===== src/rtl/timerio_pkg.sv =====
// Shared constants for the timerio interval timer: register offsets, bit indices, defaults.
package timerio_pkg;

  localparam int unsigned DATA_W = 8;
  localparam int unsigned CNT_W  = 16;
  localparam int unsigned ADDR_W = 3;
  localparam int unsigned CTRL_W = 3;

  localparam logic [ADDR_W-1:0] REG_CTRL  = 3'd0;
  localparam logic [ADDR_W-1:0] REG_STAT  = 3'd1;
  localparam logic [ADDR_W-1:0] REG_PRESC = 3'd2;
  localparam logic [ADDR_W-1:0] REG_CNT_H = 3'd3;
  localparam logic [ADDR_W-1:0] REG_CNT_L = 3'd4;
  localparam logic [ADDR_W-1:0] REG_RLD_H = 3'd5;
  localparam logic [ADDR_W-1:0] REG_RLD_L = 3'd6;
  localparam logic [ADDR_W-1:0] REG_ID    = 3'd7;

  localparam int unsigned CTRL_EN   = 0;
  localparam int unsigned CTRL_IE   = 1;
  localparam int unsigned CTRL_AUTO = 2;

  localparam int unsigned STAT_OVF = 0;
  localparam int unsigned STAT_RUN = 7;

  localparam logic [DATA_W-1:0] ID_VALUE_DEF     = 8'h54;
  localparam logic [CNT_W-1:0]  RESET_RELOAD_DEF = 16'hFFFF;

endpackage


===== src/rtl/timerio_prescaler.sv =====
// Prescaler for timerio: counts 0..presc while enabled and pulses tick on the match.
module timerio_prescaler
  import timerio_pkg::*;
(
  input  logic              clk,
  input  logic              rst,
  input  logic              en,
  input  logic [DATA_W-1:0] presc,
  output logic              tick
);

  logic [DATA_W-1:0] psc_cnt_q, psc_cnt_d;

  // A lowered presc below the current count wraps through 255 before matching.
  assign tick = en && (psc_cnt_q == presc);

  always_comb begin
    psc_cnt_d = psc_cnt_q;
    if (!en || tick) begin
      psc_cnt_d = '0;
    end else begin
      psc_cnt_d = psc_cnt_q + DATA_W'(1);
    end
  end

  always_ff @(posedge clk) begin
    if (!rst) begin
      psc_cnt_q <= '0;
    end else begin
      psc_cnt_q <= psc_cnt_d;
    end
  end

endmodule


===== src/rtl/timerio.sv =====
// 16-bit down-counting interval timer on the CPU bus with prescaler, reload and sticky overflow.
// Optional underflow toggle output on tout is built only when TIMERIO_TOUT_EN is defined.
module timerio
  import timerio_pkg::*;
#(
  parameter logic [DATA_W-1:0] ID_VALUE     = ID_VALUE_DEF,
  parameter logic [CNT_W-1:0]  RESET_RELOAD = RESET_RELOAD_DEF
) (
  input  logic              clk,
  input  logic              rst,
  input  logic [ADDR_W-1:0] AD,
  input  logic [DATA_W-1:0] DI,
  output logic [DATA_W-1:0] DO,
  input  logic              rw,
  input  logic              cs,
  output logic              irq,
  output logic              tout
);

  logic [CTRL_W-1:0] ctrl_q, ctrl_d;
  logic              ovf_q, ovf_d;
  logic [DATA_W-1:0] presc_q, presc_d;
  logic [CNT_W-1:0]  cnt_q, cnt_d;
  logic [DATA_W-1:0] lo_latch_q, lo_latch_d;
  logic [CNT_W-1:0]  rld_q, rld_d;
  logic [DATA_W-1:0] rld_hi_q, rld_hi_d;

  logic tick;
  logic wr, rd;
  logic ctrl_wr, stat_wr, presc_wr, rldh_wr, rldl_wr, cnth_rd;
  logic underflow, start, stop_wr;

  timerio_prescaler u_prescaler (
    .clk   (clk),
    .rst   (rst),
    .en    (ctrl_q[CTRL_EN]),
    .presc (presc_q),
    .tick  (tick)
  );

  assign wr       = cs && !rw;
  assign rd       = cs && rw;
  assign ctrl_wr  = wr && (AD == REG_CTRL);
  assign stat_wr  = wr && (AD == REG_STAT);
  assign presc_wr = wr && (AD == REG_PRESC);
  assign rldh_wr  = wr && (AD == REG_RLD_H);
  assign rldl_wr  = wr && (AD == REG_RLD_L);
  assign cnth_rd  = rd && (AD == REG_CNT_H);

  assign underflow = tick && (cnt_q == '0);
  assign start     = ctrl_wr && DI[CTRL_EN] && !ctrl_q[CTRL_EN];
  assign stop_wr   = ctrl_wr && !DI[CTRL_EN];

  // Next-state for the register file and counter.
  always_comb begin
    ctrl_d     = ctrl_q;
    ovf_d      = ovf_q;
    presc_d    = presc_q;
    cnt_d      = cnt_q;
    lo_latch_d = lo_latch_q;
    rld_d      = rld_q;
    rld_hi_d   = rld_hi_q;

    if (ctrl_wr) begin
      ctrl_d = DI[CTRL_W-1:0];
    end
    if (underflow && !ctrl_q[CTRL_AUTO]) begin
      ctrl_d[CTRL_EN] = 1'b0;
    end

    // Underflow set takes priority over a same-cycle write-1-to-clear.
    if (stat_wr && DI[STAT_OVF]) begin
      ovf_d = 1'b0;
    end
    if (underflow) begin
      ovf_d = 1'b1;
    end

    if (presc_wr) begin
      presc_d = DI;
    end
    if (rldh_wr) begin
      rld_hi_d = DI;
    end
    if (rldl_wr) begin
      rld_d = {rld_hi_q, DI};
    end
    if (cnth_rd) begin
      lo_latch_d = cnt_q[DATA_W-1:0];
    end

    if (start) begin
      cnt_d = rld_q;
    end else if (rldl_wr && !ctrl_q[CTRL_EN]) begin
      cnt_d = {rld_hi_q, DI};
    end else if (tick && !stop_wr) begin
      if (cnt_q != '0) begin
        cnt_d = cnt_q - CNT_W'(1);
      end else if (ctrl_q[CTRL_AUTO]) begin
        cnt_d = rld_q;
      end
    end
  end

  always_ff @(posedge clk) begin
    if (!rst) begin
      ctrl_q     <= '0;
      ovf_q      <= 1'b0;
      presc_q    <= '0;
      cnt_q      <= '0;
      lo_latch_q <= '0;
      rld_q      <= RESET_RELOAD;
      rld_hi_q   <= '0;
    end else begin
      ctrl_q     <= ctrl_d;
      ovf_q      <= ovf_d;
      presc_q    <= presc_d;
      cnt_q      <= cnt_d;
      lo_latch_q <= lo_latch_d;
      rld_q      <= rld_d;
      rld_hi_q   <= rld_hi_d;
    end
  end

`ifdef TIMERIO_TOUT_EN
  logic tout_q, tout_d;

  always_comb begin
    tout_d = tout_q;
    if (underflow) begin
      tout_d = !tout_q;
    end
  end

  always_ff @(posedge clk) begin
    if (!rst) begin
      tout_q <= 1'b0;
    end else begin
      tout_q <= tout_d;
    end
  end

  assign tout = tout_q;
`else
  assign tout = 1'b0;
`endif

  assign irq = ovf_q & ctrl_q[CTRL_IE];

  // Read mux, purely a function of AD and register state.
  always_comb begin
    DO = '0;
    case (AD)
      REG_CTRL:  DO = {(DATA_W - CTRL_W)'(0), ctrl_q};
      REG_STAT:  DO = {ctrl_q[CTRL_EN], 6'b000000, ovf_q};
      REG_PRESC: DO = presc_q;
      REG_CNT_H: DO = cnt_q[CNT_W-1:DATA_W];
      REG_CNT_L: DO = lo_latch_q;
      REG_RLD_H: DO = rld_q[CNT_W-1:DATA_W];
      REG_RLD_L: DO = rld_q[DATA_W-1:0];
      REG_ID:    DO = ID_VALUE;
      default:   DO = '0;
    endcase
  end

endmodule


===== config.mk =====
export PLATFORM = sky130hd
export DESIGN_NAME = timerio
export DESIGN_NICKNAME = d
export VERILOG_FILES = /design/src/rtl/timerio_pkg.sv /design/src/rtl/timerio_prescaler.sv /design/src/rtl/timerio.sv
export SDC_FILE = /design/constraint.sdc
export NUM_CORES = 1
export LEC_CHECK = 0
export CAP_MARGIN = 20
export CORE_MARGIN = 4
export CORE_UTILIZATION = 35
export CTS_BUF_LIST = sky130_fd_sc_hd__clkbuf_2
export CTS_CLUSTER_DIAMETER = 30
export DETAILED_ROUTE_END_ITERATION = 10
export DONT_BUFFER_PORTS = 1
export PLACE_DENSITY = 0.5
export SETUP_SLACK_MARGIN = 0.05
export SYNTH_ARGS = -nofsm -noshare
export SYNTH_HDL_FRONTEND = slang
export SYNTH_HIERARCHICAL = 1
export SYNTH_SLANG_ARGS = --single-unit

===== constraint.sdc =====
create_clock -name clk -period 2.3 [get_ports clk]
set_input_delay 0.23 -clock clk [delete_from_list [all_inputs] [get_ports clk]]
set_output_delay 0.23 -clock clk [all_outputs]
set_load 0.03 [all_outputs]

# Yosys cells after proc, flatten, opt, wreduce, memory -nomap -nowiden
# Cells that the tools add are included.
totals:
  ff_bits: 68
  latchBits: 0
  ram_bits: 0
  mem_bits_ro: 0
  input_bits: 15
  output_inout_bits: 10
  elab_cells: 61
  mem_count: 0
classes:
  addsub: 2
  n_mul: 0
  n_div: 0
  order_cmp: 0
  eq_ne: 8
  shifts: 0
  muxes: 8
  n_bitwise: 2
  reduce_logical: 32
ops:
  columns: ["op", "count"]
  rows:
  - ["$mux 16", 5]
  - ["$pmux 8 s8", 1]
  - ["$logic_and 1x1->1", 17]
  - ["$logic_not 16->1", 1]
  - ["$reduce_bool 16->1", 1]
  - ["$sub 16x1->16 const B", 1]
  - ["$eq 3x3->1 const B", 4]
  - ["$add 8x1->8 const B", 1]
  - ["$eq 8x8->1", 1]
  - ["$eq 3x2->1 const B", 2]
  - ["$logic_not 1->1", 5]
  - ["$reduce_bool 4->1", 1]
  - ["$reduce_or 2->1", 2]
  - ["$eq 3x1->1 const B", 1]
  - ["$logic_not 3->1", 1]
  - ["$reduce_bool 3->1", 1]
  - ["$mux 1", 2]
  - ["$reduce_and 2->1", 1]
  - ["$reduce_bool 2->1", 1]
  - ["$and 1x1->1", 1]
  - ["$logic_or 1x1->1", 1]
  - ["$not 1->1", 1]

# Logic depth before layout (Yosys ltp)
# Gate-level depths: netlist of the first run.
depth:
  ltp_word: 9
  ltp_mapped: 10
  depth_no_buf: 8

# Hierarchy
# Netlist of the first run, hierarchy kept.
by_module_without_submodules:
  columns: ["mod", "instances", "cells_per_inst", "area_per_inst_um2", "seq_area_each_um2"]
  rows:
  - ["timerio", 1, 430, 3492.1, 1201.2]
  - ["timerio_prescaler", 1, 46, 470.5, 160.2]

# Worst setup path before layout of the first run
# Ideal clock, no wire load.
synth_path:
  path_kind: "register -> register"
  startpoint: "register u_prescaler.psc_cnt_q[2]"
  endpoint: "register cnt_q[12]"
  setup_ns: 0.075
  t_arrival_ns: 2.058
  t_required_ns: 2.225
  slack_ns: 0.166
  stages_incl_launch_ff: 10
  n_path_buf: 1
  period_less_slack_ns: 2.134
  path_cell_list: "dfxtp_1 buf_6 xor2_2 nor4_4 and3_1 o31ai_2 a41oi_4 o211ai_1 a211o_1 o22ai_1"
synth_between:
  elab_chain_cells: 5
synth_lines:
  columns: ["item", "line", "source"]
  rows:
  - ["start, declared", "timerio_prescaler.sv:12", "logic [DATA_W-1:0] psc_cnt_q, psc_cnt_d;"]
  - ["start signal, assigned", "timerio_prescaler.sv:30", "psc_cnt_q <= psc_cnt_d;"]
  - ["$eq 8x8->1", "timerio_prescaler.sv:15", "assign tick = en && (psc_cnt_q == presc);"]
  - ["$logic_and 1x1->1", "timerio_prescaler.sv:15", null]
  - ["named net tick", "timerio.sv:28", "logic tick;"]
  - ["$logic_and 1x1->1", "timerio.sv:96", "end else if (tick && !stop_wr) begin"]
  - ["$reduce_bool 3->1 (no source line)", null, null]
  - ["$reduce_and 2->1 (no source line)", null, null]
  - ["end signal, assigned", "timerio.sv:118", "cnt_q <= cnt_d;"]
  - ["end, declared", "timerio.sv:23", "logic [CNT_W-1:0] cnt_q, cnt_d;"]
# The timed path passes the listed nets, and every way through them passes these cells.
# A chain may end at the register's enable or synchronous reset.

# Worst setup path in the final report of the first run
layout_path:
  startpoint: "register u_prescaler.psc_cnt_q[3]"
  endpoint: "register cnt_q[8]"
# Same word-level chain as after synthesis.

==> reports/metrics.yaml, run 1 <==
critical_path:
  cp_max_fo: 10
  crit_start: "u_prescaler/psc_cnt_q[3]"
  required_ns: 2.75
  r2r_start: "u_prescaler/psc_cnt_q[3]"
  crit_arrival_ns: 2.55
  critical_path.slowest_cell: "dfxtp_2"
  cpPeakStageDelay_ns: 0.39
  crit_chain: "xor2_1 > nor4_4 > and3_4 > o31ai_2 > a41o_1 > nand2_4 > nor2_1 > a311oi_1"
  endpoint_kind: "register"
  crit_type: "reg -> reg"
  cp-start-kind: "register"
clock_network:
  clock_path_buffers: 2
  cts_made_buffers: 9
  cts_tree: "yes"
  cts.sink_count: 68
  htreeDepth: 3
  path_clk_slew_ns: 0.21
  clock_latency_ns: 0.54
  cts_root_buf: "clkbuf_2"
floorplanning:
  die_h_um: 114
  coreArea_um2: 11000
  rows: 38
  ios: 25
  die_area_um2: 13100
  start_util_pct: 36.1
  die_w_um: 114
synth:
  synthCells: 476
  yosys_warnings: 6
  syn-cell-area_um2: 3960
  synth_fa_ha_area_share_pct: 0.947
  ys_ff_latch: 68
  synth_cell_type_count: 72
  synthSimpleGateAreaFrac_pct: 26.6
  avgSynthCellArea_um2: 8.32
  synth-edff-count: 0
  synth_compound_gate_area_share_pct: 20.3
  syn-num-nets: 494
  yosysSeqAreaShare_pct: 34.4
  synth-xor-area-share_pct: 3.73
  synth_top_family_by_area: "simple AND/OR/NAND/NOR gates"
  synth_ff_type: "dfxtp_1"
  postSynth.asyncResetShare_pct: 0
  muxShareOfSynthArea_pct: 8.84
sta:
  fin_crit_sh_pct: 91.5
  hold_ws_ns: 0.0550
  finalHoldViolations: 0
  fin_crit_ns: 2.11
  setup_viol: 0
  timing.slew.headroom_pct: 59.8
  tns_ns: 0
  fin_skew_ns: 0.0309
  max_freq_mhz: 475
  drv_slew: 0
  worst_pin_slew_ns: 0.598
  rsz0062_at_grt: "false"
cells_and_area:
  syn_to_final_growth_pct: 15.0
  drive_gt1_share_pct: 18.6
  utilization_pct: 41.5
  final_common_cell: "dfxtp_1"
  nets: 525
  final_cell_mix: "67 x dfxtp_1, 65 x nand2_1, 50 x nor2_1"
power_and_ir_drop:
  power.leakage_nw: 1.91
  totalPowerFinal_mw: 2.58
  irDropWorstVdd_v: 0.000285
  p_per_area_nw_per_um2: 566
drt:
  vias: 3879
  first_pass_iters: 5
  drc: 0
  vias_per_cell: 5.94
  wire_per_inst_um: 21.7
  drt-initial-drc-count: 352
  antenna_left: 0
  drt_wl_total_um: 14200
global_routing:
  grtUsageTotal_pct: 22.2
  grt.overflow.total: 0
  grt_pass1_vias: 3729
  grt_pass1_wl_um: 22000
  antenna_found_initial: 1
  grt_max_degree: 27
place:
  hpwlAfterDp_um: 10100
  io_buffers: 0
  place_congestion: 0.933
min_path:
  min_path_type: "in -> reg"
  hold_start: "DI[5]"
run_status:
  status: "finished clean"
job:
  cap_violations: 0
[critical path: cells and delay by family, from the launching register on]
kind,cells,cell delay (ns)
and+or+nand+nor,4,0.80
AOI/OAI and AO/OA,3,0.65
DFF,1,0.39
xor gates and xnor gates,1,0.19
[path summary, 6_finish.rpt]
check	to	slack [ns]	cells past startpoint
worst max register to register	cnt_q[8]	0.19	8
worst min-delay path	cnt_q[5]	0.05	4
worst max-delay path	cnt_q[8]	0.19	8
worst min register to register	ctrl_q[1]	0.49	2
[sequential cells by signal, indices dropped and copies added (netlist names)]
name                   flops
cnt_q                     16
rld_q                     16
lo_latch_q                 8
presc_q                    8
rld_hi_q                   8
u_prescaler/psc_cnt_q      8
ctrl_q                     3
ovf_q                      1
[logic make-up after synthesis]
logic type / after synthesis
flip-flops: 68
XOR/XNOR: 16
multiplexers: 33
AO/OA/AOI/OAI: 109
AND/OR/NAND/NOR: 203
buffers and inverters: 43
adder cells (fa/ha/maj): 3
other: 1
[through the flow]
stage | area (um2) | instances | setup WS, ns
final | 4560 | 653 | 0.195
after global routing | 4560 | 653 | 0.0737
after CTS | 4500 | 649 | 0.103
after detailed placement | 4270 | 621 | 0.191
after global placement | 4270 | 621 | 0.224
after floorplan | 3960 | 476 | 0.166
[final cells by class]
class                   instances  area (um2)
diodes                          1        2.50
clock buffers                  10        50.0
clock inverters                 6        55.1
fillers                      1141        6430
inverters                       9        33.8
multi-input cells             365        2410
flip-flops and latches         68        1360
well taps                     140         175
repair buffers                 54         468
[synthesized netlist by cell type (7+ instances only)]
library cell  number  area (um2)
and3_1             7        43.8
a21oi_1           22         110
clkbuf_1          23        86.3
nor2_1            50         188
o22ai_1            7        43.8
mux2i_1           26         260
o21ai_0           17        85.1
inv_1              9        33.8
nand2_1           65         244
dfxtp_1           68        1360
nand3_1           27         135
nand4_1            7        43.8
a211oi_1           9        67.6
a221oi_1           8        70.1
xor2_1            11        96.3
nor3_1             7        35.0
[what timing repair did]
| item | in CTS | in global routing |
|---|---|---|
| hold buffers | 12 | 0 |
| resized for setup | 0 | 4 |
| setup endpoints to repair | 0 | 6 |
| hold endpoints to repair | 47 | 0 |
| buffers inserted | 0 | 2 |
[power breakdown]
group          internal (mW)  total (mW)  leakage (nW)  switching, mW
clock network          0.245       0.701        0.0684          0.455
registers               1.20        1.23         0.551         0.0312
logic                  0.258       0.643          1.29          0.384
[metal layers]
metal | global-route usage (%) | up-vias | routed length [um]
met5 | 0 | - | 0
met1 | 31.2 | 1879 | 6580
met3 | 4.33 | 33 | 948
met4 | 7.76 | 0 | 383
met2 | 33.8 | 170 | 6290
li1 | - | 1797 | -
(Power assumes the default switching activity.)
==> run 2, diff against run 1 <==
--- a/config.mk
+++ b/config.mk
@@ -9,12 +9,11 @@
 export CORE_MARGIN = 4
 export CORE_UTILIZATION = 35
 export CTS_BUF_LIST = sky130_fd_sc_hd__clkbuf_2
-export CTS_CLUSTER_DIAMETER = 30
+export CTS_CLUSTER_DIAMETER = 150
 export DETAILED_ROUTE_END_ITERATION = 10
 export DONT_BUFFER_PORTS = 1
 export PLACE_DENSITY = 0.5
 export SETUP_SLACK_MARGIN = 0.05
 export SYNTH_ARGS = -nofsm -noshare
 export SYNTH_HDL_FRONTEND = slang
-export SYNTH_HIERARCHICAL = 1
 export SYNTH_SLANG_ARGS = --single-unit
==> run 2 against run 1 <==
Flip-flop and latch count did not move. Clock-buffer cell count rose by 2. Cell area fell by 3.3%. Core utilization rose by 0.83 points. Via count fell by 6.3%. Sequential power barely moved. Clock skew rose by 0.0021 ns. Sequential share of layout area rose by 1.0 points. Setup slack got worse by 0.097 ns. Critical path depth rose by 1. Largest power group unchanged. Maximum frequency fell by 4.4%. Highest routed layer unchanged. Critical path type unchanged.
==> reports/metrics.yaml, run 2 <==
clock_network:
  path_clk_slew_ns: 0.20  # about the same
  clock_latency_ns: 0.54  # about the same
  htreeDepth: 3  # unchanged
  cts_root_buf: "clkbuf_2"
  cts_tree: "yes"
  cts_made_buffers: 9  # unchanged
  clock_path_buffers: 2  # unchanged
  cts.sink_count: 68  # unchanged
critical_path:
  endpoint_kind: "register"
  required_ns: 2.76  # about the same
  cpPeakStageDelay_ns: 0.53  # +0.14 ns
  crit_chain: "inv_2 > ha_2 > or4b_4 > nor2_4 > nand4_1 > a31o_2 > buf_6 > o21ai_0 > o311a_1"
  cp_max_fo: 13  # +3
  crit_arrival_ns: 2.67  # +0.12 ns
  critPathTopFamily: "simple AND/OR/NAND/NOR gates"
  critical_path.slowest_cell: "or4b_4"
  crit_type: "reg -> reg"
  path_buf_inv: 2  # +2
  cp-start-kind: "register"
sta:
  fin_crit_sh_pct: 95.7  # +4.2 points
  rsz0062_at_grt: "true"
  timing.slew.headroom_pct: 49.4  # -10 points
  setup_viol: 0  # unchanged
  finalHoldViolations: 0  # unchanged
  fin_crit_ns: 2.20  # +0.0966 ns
  fin_skew_ns: 0.0330  # +0.00209 ns
  max_freq_mhz: 454  # -4.4%
  tns_ns: 0  # unchanged
  worst_pin_slew_ns: 0.758  # +0.160 ns
  drv_slew: 0  # unchanged
synth:
  ys_top_cells_by_area: "dfxtp_1 36%, mux2i_1 7.4%, nand2_1 5.9%, nor2b_1 5.0%, nor2_1 4.2%"
  synthCells: 460  # -3.4%
  synth_ff_type: "dfxtp_1"
  yosysSeqAreaShare_pct: 35.9  # +1.6 points
  syn-cell-area_um2: 3790  # -4.3%
  synth.most_common_cell: "dfxtp_1"
  synth-edff-count: 0  # unchanged
  yosys-top-cells-count: "68 x dfxtp_1, 60 x nand2_1, 42 x nor2_1, 30 x nand3_1, 30 x nor2b_1"
  synth_cell_type_count: 65  # -9.7%
  avgSynthCellArea_um2: 8.24  # -1.0%
  postSynth.asyncResetShare_pct: 0  # unchanged
  synth.top_cell.area_share_pct: 35.9  # +1.6 points
  yosys_warnings: 0  # -6
  ys_ff_latch: 68  # unchanged
  synth_top_area_cell: "dfxtp_1"
  syn-num-nets: 478  # -3.2%
power_and_ir_drop:
  p_sw_share_pct: 34.3  # +0.52 points
  power.leakage_nw: 1.72  # -9.8%
  power.sequential.fraction_pct: 48.7  # +0.8 points
  cellInternalPower_mw: 1.68  # -1.9%
  irDropWorstVdd_v: 0.000249  # -13%
  p_sw_mw: 0.875  # +0.43%
  p_per_area_nw_per_um2: 578  # +2.3%
  p_clk_share_pct: 22.5  # -4.7 points
  pwr-share-comb_pct: 28.8  # +3.9 points
drt:
  drt_wl_total_um: 12900  # -9.1%
  first_pass_iters: 5  # unchanged
  drc: 0  # unchanged
  vias: 3636  # -6.3%
  wire_per_inst_um: 20.3  # -6.5%
  drt-initial-drc-count: 384  # +9.1%
  antenna_left: 0  # unchanged
  vias_per_cell: 5.73  # -3.6%
place:
  io_buffers: 0  # unchanged
  place_congestion: 0.966  # +3.5%
  hpwlAfterDp_um: 8960  # -11%
  dp.cells: 603  # -2.9%
global_routing:
  grt_pass1_wl_um: 20300  # -7.8%
  grt_pass1_vias: 3446  # -7.6%
  antenna_found_initial: 0  # -1
  grt_max_degree: 64  # +140%
  grt.overflow.total: 0  # unchanged
  grtUsageTotal_pct: 20.8  # -1.4 points
cells_and_area:
  finalNonFillerCells: 635  # -2.8%
  largestRegisters: "cnt_q x16, rld_q x16"
  drive_gt1_share_pct: 16.2  # -2.3 points
  syn_to_final_growth_pct: 16.3
  diodes: 0  # -1
  final_cell_mix: "66 x dfxtp_1, 60 x nand2_1, 41 x nor2_1"
  final_common_cell: "dfxtp_1"
  utilization_pct: 42.3  # +0.83 points
  nets: 512  # -2.5%
floorplanning:
  die_w_um: 112  # -2.0%
  die_h_um: 112  # -2.0%
  coreArea_um2: 10400  # -5.2%
  start_util_pct: 36.4  # +0.32 points
  rows: 37  # -2.6%
  ios: 25  # unchanged
  die_area_um2: 12600  # -4.0%
job:
  cap_violations: 0  # unchanged
run_status:
  status: "finished clean"
min_path:
  min_path_type: "in -> reg"
[run 2: cell types whose count changed after synthesis, sizes merged, moves of 8 or more]
cell   delta
nor2b    +26
a21oi    -17
nor2      -9
nand2     -8
xnor2     +8
[run 2: cells by family (layout without fill, tap and decap cells)]
| kind of cell | count (synthesis) | count (layout) | synth area share, % |
|---|---|---|---|
| mux | 33 | 33 | 9.17 |
| other cells | 1 | 1 | 0.0989 |
| compound gates | 91 | 91 | 17.7 |
| simple gates | 206 | 206 | 27.5 |
| flops | 68 | 68 | 35.9 |
| fa+ha+maj | 3 | 3 | 0.990 |
| buf+inv | 39 | 78 | 4.29 |
| xor+xnor | 19 | 19 | 4.39 |
[run 2: timing repair]
action,in CTS,in global routing
pin swaps,1,3
hold buffers,15,0
gates resized for setup,2,13
setup buffers,0,1
hold endpoints to repair,60,0
endpoints found under the setup margin,3,19
[run 2: area by class of cell]
cell class,count,area (um2)
clock inverter,4,16.3
clock buffer,12,60.1
fill,1074,6010
multi-input combinational,353,2300
timing repair buffer,53,460
inverter,9,33.8
sequential,68,1360
tap,136,170
[run 2: final timing paths]
kind / slack [ns] / cells after the start / to / from
worst max-delay path: 0.1 / 9 / cnt_q[2] / cnt_q[0]
worst min-delay path: 0.07 / 2 / u_prescaler.psc_cnt_q[1] / rst
worst max register to register: 0.1 / 9 / cnt_q[2] / cnt_q[0]
worst min register to register: 0.47 / 2 / cnt_q[7] / rld_q[7]
[run 2: power by group through the flow]
stage / logic (mW) / clock network, mW / registers [mW]
global placement: 0.649 / 0 / 1.27
CTS: 0.709 / 0.595 / 1.24
floorplan: 0.476 / 0 / 1.25
finish: 0.733 / 0.574 / 1.24
global route: 0.793 / 0.651 / 1.25
detailed placement: 0.650 / 0 / 1.26
[run 2: stage by stage]
step	total power, mW	setup slack [ns]	hold WS (ns)	area, um2
floorplan	1.73	0.0700	0.354	3790
detailed placement	1.91	0.0493	0.316	4110
CTS	2.54	0.0596	0.0147	4360
global route	2.69	0.0193	0.0221	4410
finish	2.55	0.0983	0.0694	4410
global placement	1.91	0.0453	0.310	4110
[run 2: routing by layer]
metal | part of all wire, % | track usage [%] | vias up
li1 | - | - | 1731
met1 | 46 | 28.0 | 1740
met2 | 44 | 31.1 | 132
met3 | 6.2 | 6.47 | 33
met4 | 4.0 | 8.49 | 0
met5 | 0 | 0 | -
